## src/rtl/uart_rx_ctrl.sv

```systemverilog
// ---------------------------------------------------------------------------
// uart_rx_ctrl
//   Frame controller for the UART receive path. It owns the oversampling edge
//   counter, the bit counter and the frame FSM (IDLE/START/DATA/PARITY/STOP).
//   It strobes the sampler, deserializer and checkers, consumes their error
//   flags, and raises a one-cycle data_valid for each error-free frame.
//
// Ports
//   clk, rst      : clock (prescale x baud), synchronous active-high reset
//   rx_in         : synchronized serial line, idle high
//   par_en        : frame carries a parity bit (stable while not IDLE)
//   prescale      : oversampling ratio 8/16/32 (stable while not IDLE)
//   strt_glitch   : start checker result, read while strt_chk_en=1
//   par_err       : parity checker result, read while par_chk_en=1
//   stop_err      : stop checker result, read while stop_chk_en=1
//   edge_cnt      : oversample index within the current bit
//   bit_cnt       : bit index within frame (0 = start, 1..DATA_WIDTH = data)
//   data_samp_en  : sampler enable, high outside IDLE
//   deser_en      : shift strobe on the last edge of each data bit
//   strt_chk_en   : strobe on the last edge of the start bit
//   par_chk_en    : strobe on the last edge of the parity bit
//   stop_chk_en   : strobe on the last edge of the stop bit
//   data_valid    : registered one-cycle frame-accepted pulse
// ---------------------------------------------------------------------------
module uart_rx_ctrl #(
    parameter int DATA_WIDTH = 8
) (
    input  logic       clk,
    input  logic       rst,
    input  logic       rx_in,
    input  logic       par_en,
    input  logic [5:0] prescale,
    input  logic       strt_glitch,
    input  logic       par_err,
    input  logic       stop_err,
    output logic [5:0] edge_cnt,
    output logic [3:0] bit_cnt,
    output logic       data_samp_en,
    output logic       deser_en,
    output logic       strt_chk_en,
    output logic       par_chk_en,
    output logic       stop_chk_en,
    output logic       data_valid
);

    typedef enum logic [2:0] {
        S_IDLE,
        S_START,
        S_DATA,
        S_PARITY,
        S_STOP
    } state_t;

    localparam logic [3:0] LAST_DATA_BIT = 4'(DATA_WIDTH);

    state_t     state_q, state_d;
    logic [5:0] edge_cnt_q, edge_cnt_d;
    logic [3:0] bit_cnt_q, bit_cnt_d;
    logic       par_flag_q, par_flag_d;
    logic       data_valid_q, data_valid_d;
    logic       last_edge;

    // Raw decodes before reset gating.
    logic samp_en_c, deser_c, strt_c, par_c, stop_c;

    assign last_edge = (edge_cnt_q == (prescale - 6'd1));

    always_ff @(posedge clk) begin
        if (rst) begin
            state_q      <= S_IDLE;
            edge_cnt_q   <= '0;
            bit_cnt_q    <= '0;
            par_flag_q   <= 1'b0;
            data_valid_q <= 1'b0;
        end else begin
            state_q      <= state_d;
            edge_cnt_q   <= edge_cnt_d;
            bit_cnt_q    <= bit_cnt_d;
            par_flag_q   <= par_flag_d;
            data_valid_q <= data_valid_d;
        end
    end

    always_comb begin
        state_d      = state_q;
        edge_cnt_d   = edge_cnt_q + 6'd1;
        bit_cnt_d    = bit_cnt_q;
        par_flag_d   = par_flag_q;
        data_valid_d = 1'b0;
        samp_en_c    = (state_q != S_IDLE);
        deser_c      = 1'b0;
        strt_c       = 1'b0;
        par_c        = 1'b0;
        stop_c       = 1'b0;

        // Bit boundary: wrap oversample index, advance bit index.
        if (last_edge) begin
            edge_cnt_d = '0;
            bit_cnt_d  = bit_cnt_q + 4'd1;
        end

        case (state_q)
            S_IDLE: begin
                edge_cnt_d = '0;
                bit_cnt_d  = '0;
                if (!rx_in) begin
                    state_d    = S_START;
                    par_flag_d = 1'b0;
                end
            end
            S_START: begin
                if (last_edge) begin
                    strt_c = 1'b1;
                    if (strt_glitch) begin
                        state_d    = S_IDLE;
                        edge_cnt_d = '0;
                        bit_cnt_d  = '0;
                    end else begin
                        state_d = S_DATA;
                    end
                end
            end
            S_DATA: begin
                if (last_edge) begin
                    deser_c = 1'b1;
                    if (bit_cnt_q == LAST_DATA_BIT)
                        state_d = par_en ? S_PARITY : S_STOP;
                end
            end
            S_PARITY: begin
                // A parity error is only remembered; the frame runs to its
                // stop bit so the receiver stays aligned to the line.
                if (last_edge) begin
                    par_c      = 1'b1;
                    par_flag_d = par_err;
                    state_d    = S_STOP;
                end
            end
            S_STOP: begin
                if (last_edge) begin
                    stop_c       = 1'b1;
                    state_d      = S_IDLE;
                    edge_cnt_d   = '0;
                    bit_cnt_d    = '0;
                    data_valid_d = !stop_err && !par_flag_q;
                end
            end
            default: begin
                state_d    = S_IDLE;
                edge_cnt_d = '0;
                bit_cnt_d  = '0;
            end
        endcase
    end

    // Strobes are suppressed while rst is high so a reset landing on a last
    // edge cannot leak a shift or check pulse into the datapath.
    assign data_samp_en = samp_en_c & ~rst;
    assign deser_en     = deser_c   & ~rst;
    assign strt_chk_en  = strt_c    & ~rst;
    assign par_chk_en   = par_c     & ~rst;
    assign stop_chk_en  = stop_c    & ~rst;
    assign data_valid   = data_valid_q;
    assign edge_cnt     = edge_cnt_q;
    assign bit_cnt      = bit_cnt_q;

endmodule

```

## config.mk

```make
export PLATFORM = sky130hd
export DESIGN_NAME = uart_rx_ctrl
export DESIGN_NICKNAME = d
export VERILOG_FILES = /design/src/rtl/uart_rx_ctrl.sv
export SDC_FILE = /design/constraint.sdc
export NUM_CORES = 1
export LEC_CHECK = 0
export ABC_AREA = 1
export CORE_AREA = 2 2 52 54
export DETAILED_ROUTE_END_ITERATION = 6
export DIE_AREA = 0 0 54 56
export PLACE_DENSITY = 0.74
export SYNTH_ARGS = -nofsm -noshare
export SYNTH_HDL_FRONTEND = slang
export SYNTH_SLANG_ARGS = --single-unit
```

## constraint.sdc

```tcl
create_clock -name clk -period 2.32 [get_ports clk]
set_input_delay 0.464 -clock clk [delete_from_list [all_inputs] [get_ports clk]]
set_output_delay 0.464 -clock clk [all_outputs]
set_load 0.03 [all_outputs]
```

==> results of run 1 <==
-- routing by layer --
| metal | up-vias | track usage (%) | share of wire (%) |
|---|---|---|---|
| met5 | - | 0 | 0 |
| met4 | 0 | 8.571 | 1.5 |
| met3 | 5 | 4.032 | 2.9 |
| met2 | 23 | 34.15 | 51 |
| met1 | 568 | 24.26 | 45 |
| li1 | 644 | - | - |
-- worst max path at each step --
stage | start | endpoint | slack [ns]
finish | prescale[1] | deser_en | 0.1
global route | edge_cnt[3]$_SDFF_PP0_ | deser_en | 0.02
CTS | prescale[5] | deser_en | 0.007
detailed placement | prescale[0] | strt_chk_en | -0.43
global placement | prescale[0] | par_chk_en | -0.37
floorplan | prescale[0] | par_chk_en | 0.02
-- worst register-to-register path, delay by kind of cell, from the launching register on --
family	cells	cell delay, ns
simple gates	11	1.10
flops	1	0.43
buf+inv	2	0.25
-- state kept, by name (all words and copies together) (netlist names) --
register / flops
par_flag_q: 1
bit_cnt: 4
edge_cnt: 6
data_valid: 1
state_q: 3
-- cells by family (layout without fill, tap and decap cells) --
group,count (synthesis),after routing,synth area share (%)
flops,15,15,26.06
simple gates,108,108,47.23
compound gates,14,14,7.709
xor+xnor,5,5,3.801
buf+inv,30,72,9.772
fa+ha+maj,5,5,5.429
-- layout by cell type, fill, tap and decap left out, drive strengths merged, types with 2 or more instances in the layout --
| cell type | synthesis | final |
|---|---|---|
| nand3 | 13 | 13 |
| nor2 | 33 | 33 |
| buf | 0 | 17 |
| clkbuf | 0 | 3 |
| dfxtp | 15 | 15 |
| ha | 5 | 5 |
| xnor2 | 2 | 2 |
| dlygate4sd2 | 0 | 2 |
| o21ai | 2 | 2 |
| nand4 | 3 | 3 |
| dlymetal6s2s | 0 | 2 |
| nand2 | 52 | 52 |
| a21oi | 7 | 7 |
| or2 | 2 | 2 |
| clkdlybuf4s50 | 0 | 17 |
| xor2 | 3 | 3 |
| o211ai | 3 | 3 |
| inv | 30 | 30 |
| nor3 | 2 | 2 |
-- final cells by class --
class | instances | area (µm²) | share of cell area [%]
sequential | 15 | 300.3 | 18.53
clock inverter | 1 | 5.005 | 0.3089
timing repair buffer | 38 | 351.6 | 21.70
tap | 30 | 37.54 | 2.317
multi-input combinational | 132 | 790.8 | 48.80
clock buffer | 3 | 22.52 | 1.390
inverter | 30 | 112.6 | 6.950
-- power groups by stage --
stage | combinational, µW | clock [µW] | sequential, µW
3_5_place_dp | 642 | 0 | 356
3_3_place_gp | 624 | 0 | 354
2_1_floorplan | 440 | 0 | 372
5_1_grt | 763 | 171 | 358
4_1_cts | 646 | 160 | 350
6_report | 679 | 154 | 353
-- metrics by stage --
stage	hold WS (ns)	setup TNS, ns
floorplan	0.3981	0
finish	0.4382	0
global placement	0.4183	-3.427
CTS	0.4386	0
detailed placement	0.4250	-4.260
global route	0.4613	0
-- what timing repair did --
action / in CTS / in global routing
setup endpoints to repair: 4 / 4
gates resized for setup: 14 / 13
pin swaps: 4 / 8
setup buffers: 0 / 4
==> results.toml, run 1 <==
[power]
finalPower_uw = 1186
p_int_uw = 617.5
leakage_uw = 0.0007954
switchingPower_uw = 568.8
p_seq_share_pct = 29.7
p_clk_share_pct = 13.0
p_per_area_mw_per_mm2 = 732.2
peakVddDrop_v = 0.0005101
p_comb_share_pct = 57.3
p_sw_share_pct = 47.95

[placement]
globalplace.congestion = 0.8531
dp.cells = 241
place_ws_ns = -0.4284
placement.io_buffers = 28
place_area_mm2 = 0.001508
hpwl_um = 2280

[synthesis]
synthDistinctLibCells = 30
synth_edf_count = 0
synthTopCellsByArea = "dfxtp_1 (26%), nand2_1 (14%), nor2_1 (8.8%)"
ys_seq_elements = 15
yosysSeqAreaShare_pct = 26.06
yosysMostFrequentCell = "nand2_1"
synthArstFlopShare_pct = 0
synth_nets = 195
synth_top_cell_area_share_pct = 26.06
yosysTopAreaCell = "dfxtp_1"
yosysWarnings = 0
synthCells = 177
ys_top_cells_by_count = "nand2_1 (44), nor2_1 (27), inv_1 (25)"
synth.avg_cell_area_um2 = 6.510
syn_area_mm2 = 0.001152
ys.flop_type = "dfxtp_1"

[floorplan]
start_util_pct = 47.38
std_cell_rows = 18
dieWidth_um = 54
die-area_mm2 = 0.003024
io_pins = 29
dieHeight_um = 56
coreArea_mm2 = 0.002432

[layout]
nFillCells = 222
fin_util_pct = 66.62
design_area_mm2 = 0.001620
layout-drive-gt1-share_pct = 25.11
area_delta_synth_final_pct = 40.61
diodes = 0
instances_no_fill = 249
fin_nets = 238

[clock_tree]
path_clk_slew_ns = 0.09
cts_buffers = 3
cts.sinks = 15
htreeDepth = 1
cts_tree = "yes"
hold_buffers = 0
clk_root_buffer_cell = "clkbuf_4"
insertion_delay_ns = 0.29
clk_path_buf_depth = 2

[drt]
route.detailed.drc = 0
drt-total-wl_um = 2944
drt-pass1-iter-count = 4
route.detailed.wl_per_inst_um = 11.82
vias = 1240
ant_nets = 0
viasPerCell = 4.980
drt_iter0_drc = 18

[timing]
report.final.hold_viol_count = 0
min_period_ns = 2.224
slew_violations = 0
relSlewSlack_pct = 76.74
tightest_slew_ns = 0.3459
fin_skew_ns = 0.005771
fin_crit_sh_pct = 95.87
rsz0062_at_grt = "no"
worst_slack_ns = 0.09579
finalSetupViolations = 0
fmax_mhz = 449.6

[global_routing]
grt_usage_pct = 20.33
grt_pass1_vias = 1163
grt_pass1_wl_um = 4602
grt_max_degree = 10
antenna_found_initial = 0
grt.overflow.total = 0

[setup_path]
crit_chain = "buf_6 > inv_2 > ha_4 > or2_4 > nand2_4 > nor2_4 > nand3_4 > nor2_8 > nand2_4 > nor3_4 > buf_6"
max_stage_delay_ns = 0.25
cp.arrival_ns = 1.76
reg2reg_slack_ns = 0.49
critPathRequiredTime_ns = 1.86
reg2reg_from = "edge_cnt[1]$_SDFF_PP0_"
rr_worst_depth = 13
rr_endpoint = "state_q[0]$_SDFFE_PP0P_"
cpMaxStageDelayCell = "ha_4"
critPathKind = "in2out"
path_buf_inv = 3
critical_path_cell_count = 11
start_kind = "input port"
crit_family = "simple AND/OR/NAND/NOR gates"
worstPathMaxFanout = 5
worstSetupEndpointType = "output pin"

[min_path]
min-delay-start = "par_flag_q$_SDFFE_PP0P_"
hold_path_depth = 1
min_to = "data_valid$_SDFF_PN0_"
hp-class = "reg2reg"

[job]
cap_violations = 0

[run_status]
status = "finished clean"
(Power assumes the default switching activity.)
==> run 2, diff against run 1 <==
--- a/config.mk
+++ b/config.mk
@@ -6,10 +6,11 @@
 export NUM_CORES = 1
 export LEC_CHECK = 0
 export ABC_AREA = 1
-export CORE_AREA = 2 2 52 54
+export CORE_AREA = 2 2 41 70
 export DETAILED_ROUTE_END_ITERATION = 6
-export DIE_AREA = 0 0 54 56
-export PLACE_DENSITY = 0.74
+export DIE_AREA = 0 0 43 72
+export HOLD_SLACK_MARGIN = 0.02
+export PLACE_DENSITY = 0.72
 export SYNTH_ARGS = -nofsm -noshare
 export SYNTH_HDL_FRONTEND = slang
 export SYNTH_SLANG_ARGS = --single-unit
==> run 2 against run 1 <==
Compared with the run above:
- worst hold slack gained 0.020 ns
- sequential cell count stayed put
- via count grew 1.1%
- first-iteration DRC count up 61%
- count of clock-buffer cells in the layout increased by 1
- routed wire length is 4.2% lower
- clock power grew 39%
- sequential power about the same
- critical path type unchanged
- critical endpoint unchanged
- largest cell class unchanged
- largest power group unchanged
==> results.toml, run 2 (synthesized netlist as in run 1, its figures left out) <==
[job]
cap_violations = 0

[clock_tree]
cts.sinks = 15
cts_tree = "yes"
clk_root_buffer_cell = "clkbuf_8"
htreeDepth = 1
cts_buffers = 3
clk_path_buf_depth = 2
insertion_delay_ns = 0.25
path_clk_slew_ns = 0.06

[timing]
min_period_ns = 2.167
fin_crit_sh_pct = 93.40
tightest_slew_ns = 0.3146
rsz0062_at_grt = "no"
slew_violations = 0
report.final.hold_viol_count = 0
relSlewSlack_pct = 78.96
fmax_mhz = 461.5
finalSetupViolations = 0
hold_ws_ns = 0.4581
fin_skew_ns = 0.003767

[layout]
largest_reg_flops = 6
layout.cells.most_common = "nand2_1"
nFillCells = 247
fin_nets = 239
area_delta_synth_final_pct = 40.39
diodes = 0
layout-drive-gt1-share_pct = 24.09
design_area_mm2 = 0.001618
layout_common_cells = "nand2_1 (40), nor2_1 (27), inv_1 (23)"

[drt]
drt-total-wl_um = 2819
ant_nets = 0
viasPerCell = 5.098
route.detailed.wl_per_inst_um = 11.46
route.detailed.drc = 0
vias = 1254
drt_iter0_drc = 29
drt-pass1-iter-count = 4

[setup_path]
critPathKind = "in2out"
max_stage_delay_ns = 0.26
cpMaxStageDelayCell = "ha_4"
critPathMostFrequentCell = "nand2_4"
path_buf_inv = 3
crit_chain = "buf_2 > inv_2 > ha_4 > or2_4 > nand2_4 > nor2_4 > nand3_4 > nor2_8 > nand2_4 > nor3_2 > buf_4"
crit_family = "simple AND/OR/NAND/NOR gates"
critPathRequiredTime_ns = 1.86
cp.arrival_ns = 1.70
start_kind = "input port"
worstPathMaxFanout = 5
worstSetupEndpointType = "output pin"

[global_routing]
grt_usage_pct = 20.40
antenna_found_initial = 0
grt.overflow.total = 0
grt_pass1_wl_um = 4947
grt_max_degree = 9
grt_pass1_vias = 1285

[floorplan]
start_util_pct = 45.68
coreArea_mm2 = 0.002522
io_pins = 29
die-area_mm2 = 0.003096
dieHeight_um = 72
dieWidth_um = 43
std_cell_rows = 24

[placement]
place_area_mm2 = 0.001510
hpwl_um = 2273
placement.io_buffers = 28
globalplace.congestion = 0.8655

[power]
p_comb_share_pct = 53.6
leakage_uw = 0.0008006
p_clk_share_pct = 17.5
peakVddDrop_v = 0.0005724
p_sw_share_pct = 45.24
p_per_area_mw_per_mm2 = 754.6
p_int_uw = 668.5
switchingPower_uw = 552.3
p_seq_share_pct = 28.9

[min_path]
hp-class = "reg2reg"

[run_status]
status = "finished clean"
[run 2: cell count changes in the layout (fill, tap and decap cells not counted), sizes merged]
cell,delta
buf,+1
clkbuf,+1
clkinv,-1
[run 2: final cells by class]
cell class	count	area, µm²	area share (%)
Sequential cell	15	300.3	18.56
Clock buffer	4	45.04	2.784
Tap cell	26	32.53	2.011
Timing Repair Buffer	39	342.8	21.19
Inverter	30	112.6	6.961
Multi-Input combinational cell	132	784.5	48.49
[run 2: stage by stage]
step	setup TNS, ns	total power (µW)	instances	setup slack [ns]	util (%)
floorplan	0	811.6	177	0.01672	-
global placement	-3.109	976.0	238	-0.3773	59.87
detailed placement	-3.755	991.5	238	-0.3998	59.87
CTS	0	1220	245	0.001446	63.64
global route	0	1318	246	0.01895	64.14
finish	0	1221	246	0.1530	64.14
[run 2: timing repair]
| item | CTS | global route |
|---|---|---|
| hold endpoints to repair | 0 | 0 |
| resized for setup | 21 | 2 |
| hold buffers | 0 | 0 |
| buffers inserted | 3 | 1 |
| pin swaps | 9 | 5 |
| endpoints found under the setup margin | 5 | 4 |
[run 2: final timing paths]
kind | start | to | slack, ns | depth (start not counted)
max | prescale[0] | deser_en | 0.15 | 11
min | par_flag_q$_SDFFE_PP0P_ | data_valid$_SDFF_PN0_ | 0.46 | 1
max reg2reg | edge_cnt[5]$_SDFF_PP0_ | state_q[1]$_SDFFE_PP0P_ | 0.60 | 16
min reg2reg | par_flag_q$_SDFFE_PP0P_ | data_valid$_SDFF_PN0_ | 0.46 | 1
[run 2: worst reg2reg max path, stage by stage, from the launching register on]
cell and delay [ns]:
dfxtp_1 0.38, inv_1 0.06, nand2_1 0.05, nand2_1 0.07, inv_1 0.05, nand2_1 0.06, nand2_2 0.08, nand2_4 0.07
nor2_8 0.12, buf_4 0.11, buf_4 0.14, nand2_2 0.07, nand2_4 0.07, nand2_2 0.07, nor2_4 0.10, nor2_1 0.05
nor2_1 0.10
[run 2: power groups by stage]
stage / Combinational [µW] / Sequential [µW] / Clock (µW)
floorplan: 440 / 372 / 0
global placement: 621 / 355 / 0
detailed placement: 634 / 357 / 0
CTS: 653 / 352 / 215
global route: 732 / 362 / 224
finish: 654 / 353 / 214
[run 2: metal layers]
| metal | share of wire, % | wire, µm | track usage, % | vias up |
|---|---|---|---|---|
| met5 | 0 | 0 | 0 | - |
| met4 | 5.4 | 153 | 12.79 | 0 |
| met3 | 3.6 | 101 | 2.239 | 16 |
| met2 | 57 | 1617 | 40.91 | 39 |
| met1 | 34 | 948 | 18.08 | 557 |
| li1 | - | - | - | 642 |
==> run 3, diff against run 2 <==
==> constraint.sdc (replaced) <==
create_clock -name clk -period 2.3 [get_ports clk]
set_input_delay 0.46 -clock clk [delete_from_list [all_inputs] [get_ports clk]]
set_output_delay 0.46 -clock clk [all_outputs]
set_load 0.03 [all_outputs]
==> run 3 against run 2 <==
Compared with the run above:
- largest cell class unchanged
- total power grew 0.44%
- largest power group unchanged
- count of clock-buffer cells in the layout unchanged
- routed wire length decreased by 0.50%
- via count is 0.16% higher
==> results.toml, run 3 (synthesized netlist as in run 1, its figures left out) <==
[layout]
largest_reg_flops = 6
nFillCells = 234
design_area_mm2 = 0.001624
diodes = 0
fin_nets = 240
instances_no_fill = 247
area_delta_synth_final_pct = 40.93
layout-drive-gt1-share_pct = 25.34
layout_common_cells = "nand2_1 (39), nor2_1 (27), inv_1 (23)"
fin_util_pct = 64.38
layout.cells.most_common = "nand2_1"

[global_routing]
grt_max_degree = 9
grt.overflow.total = 0
grt_pass1_wl_um = 4878
grt_usage_pct = 19.92
antenna_found_initial = 0
grt_pass1_vias = 1245

[clock_tree]
clk_path_buf_depth = 2
cts_tree = "yes"
cts_buffers = 3
insertion_delay_ns = 0.24
clk_root_buffer_cell = "clkbuf_8"
hold_buffers = 0
cts.sinks = 15
path_clk_slew_ns = 0.06
htreeDepth = 1

[timing]
worst_slack_ns = 0.08407
hold_ws_ns = 0.4303
fin_skew_ns = 0.003077
min_period_ns = 2.216
fmax_mhz = 451.3
finalSetupViolations = 0
slew_violations = 0
relSlewSlack_pct = 79.09
tightest_slew_ns = 0.3125
fin_crit_sh_pct = 96.34
report.final.hold_viol_count = 0

[setup_path]
cpMaxStageDelayCell = "ha_4"
crit_chain = "buf_2 > inv_2 > ha_4 > or2_4 > nand2_2 > nor2_4 > nand3_4 > nor2_8 > nand2_4 > nor3_2 > buf_4"
worstPathMaxFanout = 5
critPathRequiredTime_ns = 1.84
worstSetupEndpointType = "output pin"
max_stage_delay_ns = 0.25
startpoint = "prescale[0]"
rr_worst_depth = 13
start_kind = "input port"
reg2reg_from = "edge_cnt[1]$_SDFF_PP0_"
critPathKind = "in2out"
rr_endpoint = "state_q[1]$_SDFFE_PP0P_"
cp.arrival_ns = 1.76
reg2reg_slack_ns = 0.55

[floorplan]
io_pins = 29
coreArea_mm2 = 0.002522
die-area_mm2 = 0.003096
std_cell_rows = 24
dieWidth_um = 43
start_util_pct = 45.68
dieHeight_um = 72

[placement]
place_area_mm2 = 0.001510
dp.cells = 238
placement.io_buffers = 28
hpwl_um = 2303
globalplace.congestion = 0.8657
place_ws_ns = -0.4353

[power]
p_int_uw = 674.5
p_clk_share_pct = 17.1
p_comb_share_pct = 53.8
peakVddDrop_v = 0.0006191
p_sw_share_pct = 44.99
p_per_area_mw_per_mm2 = 755.0
p_seq_share_pct = 29.1
leakage_uw = 0.0007964
switchingPower_uw = 551.6

[drt]
drt_iter0_drc = 27
route.detailed.wl_per_inst_um = 11.36
drt-total-wl_um = 2805
route.detailed.drc = 0
ant_nets = 0
drt-pass1-iter-count = 4
vias = 1256
viasPerCell = 5.085

[min_path]
min-delay-start = "par_flag_q$_SDFFE_PP0P_"
min_to = "data_valid$_SDFF_PN0_"
hold_path_depth = 1
hp-class = "reg2reg"

[job]
cap_violations = 0

[run_status]
status = "finished clean"
run 3: layout make-up:
type | instances | area, µm² | share of cell area, %
repair buffers | 40 | 346.6 | 21.34
multi-input cells | 132 | 787.0 | 48.46
well taps | 26 | 32.53 | 2.003
clock buffers | 4 | 45.04 | 2.773
inverters | 30 | 112.6 | 6.934
flip-flops and latches | 15 | 300.3 | 18.49
run 3: per-stage QoR:
step,setup TNS (ns),power (µW)
global route,-0.0007812,1328
floorplan,0,818.7
finish,0,1226
global placement,-3.368,984.5
detailed placement,-4.238,1002
CTS,0,1224
run 3: power by group through the flow:
stage | clock, µW | combinational [µW] | sequential [µW]
after floorplan | 0 | 444 | 375
after global placement | 0 | 626 | 358
after detailed placement | 0 | 642 | 360
after CTS | 213 | 656 | 355
after global routing | 226 | 737 | 365
final | 210 | 660 | 356
run 3: worst max-delay path by stage:
stage / endpoint / cells past startpoint
finish: deser_en / 11
CTS: deser_en / 10
floorplan: par_chk_en / 9
detailed placement: stop_chk_en / 11
global route: deser_en / 11
global placement: par_chk_en / 11
run 3: critical path: cells and delay by family:
kind                       cells  cell delay, ns
and+or+nand+nor                7            0.72
buffers and inverters          3            0.33
adders and majority gates      1            0.25
run 3: repair_timing:
action / 4_1_cts / 5_1_grt
pin swaps: 8 / 4
endpoints found under the hold margin: 0 / 0
setup buffers: 3 / 2
resized for setup: 23 / 2
setup endpoints to repair: 7 / 4
run 3: metal layers:
metal	up-vias	share of wire, %	global-route usage [%]
met5	-	0	0
met3	12	3.6	3.234
met2	36	59	39.73
li1	643	-	-
met1	565	34	18.60
met4	0	3.2	9.428
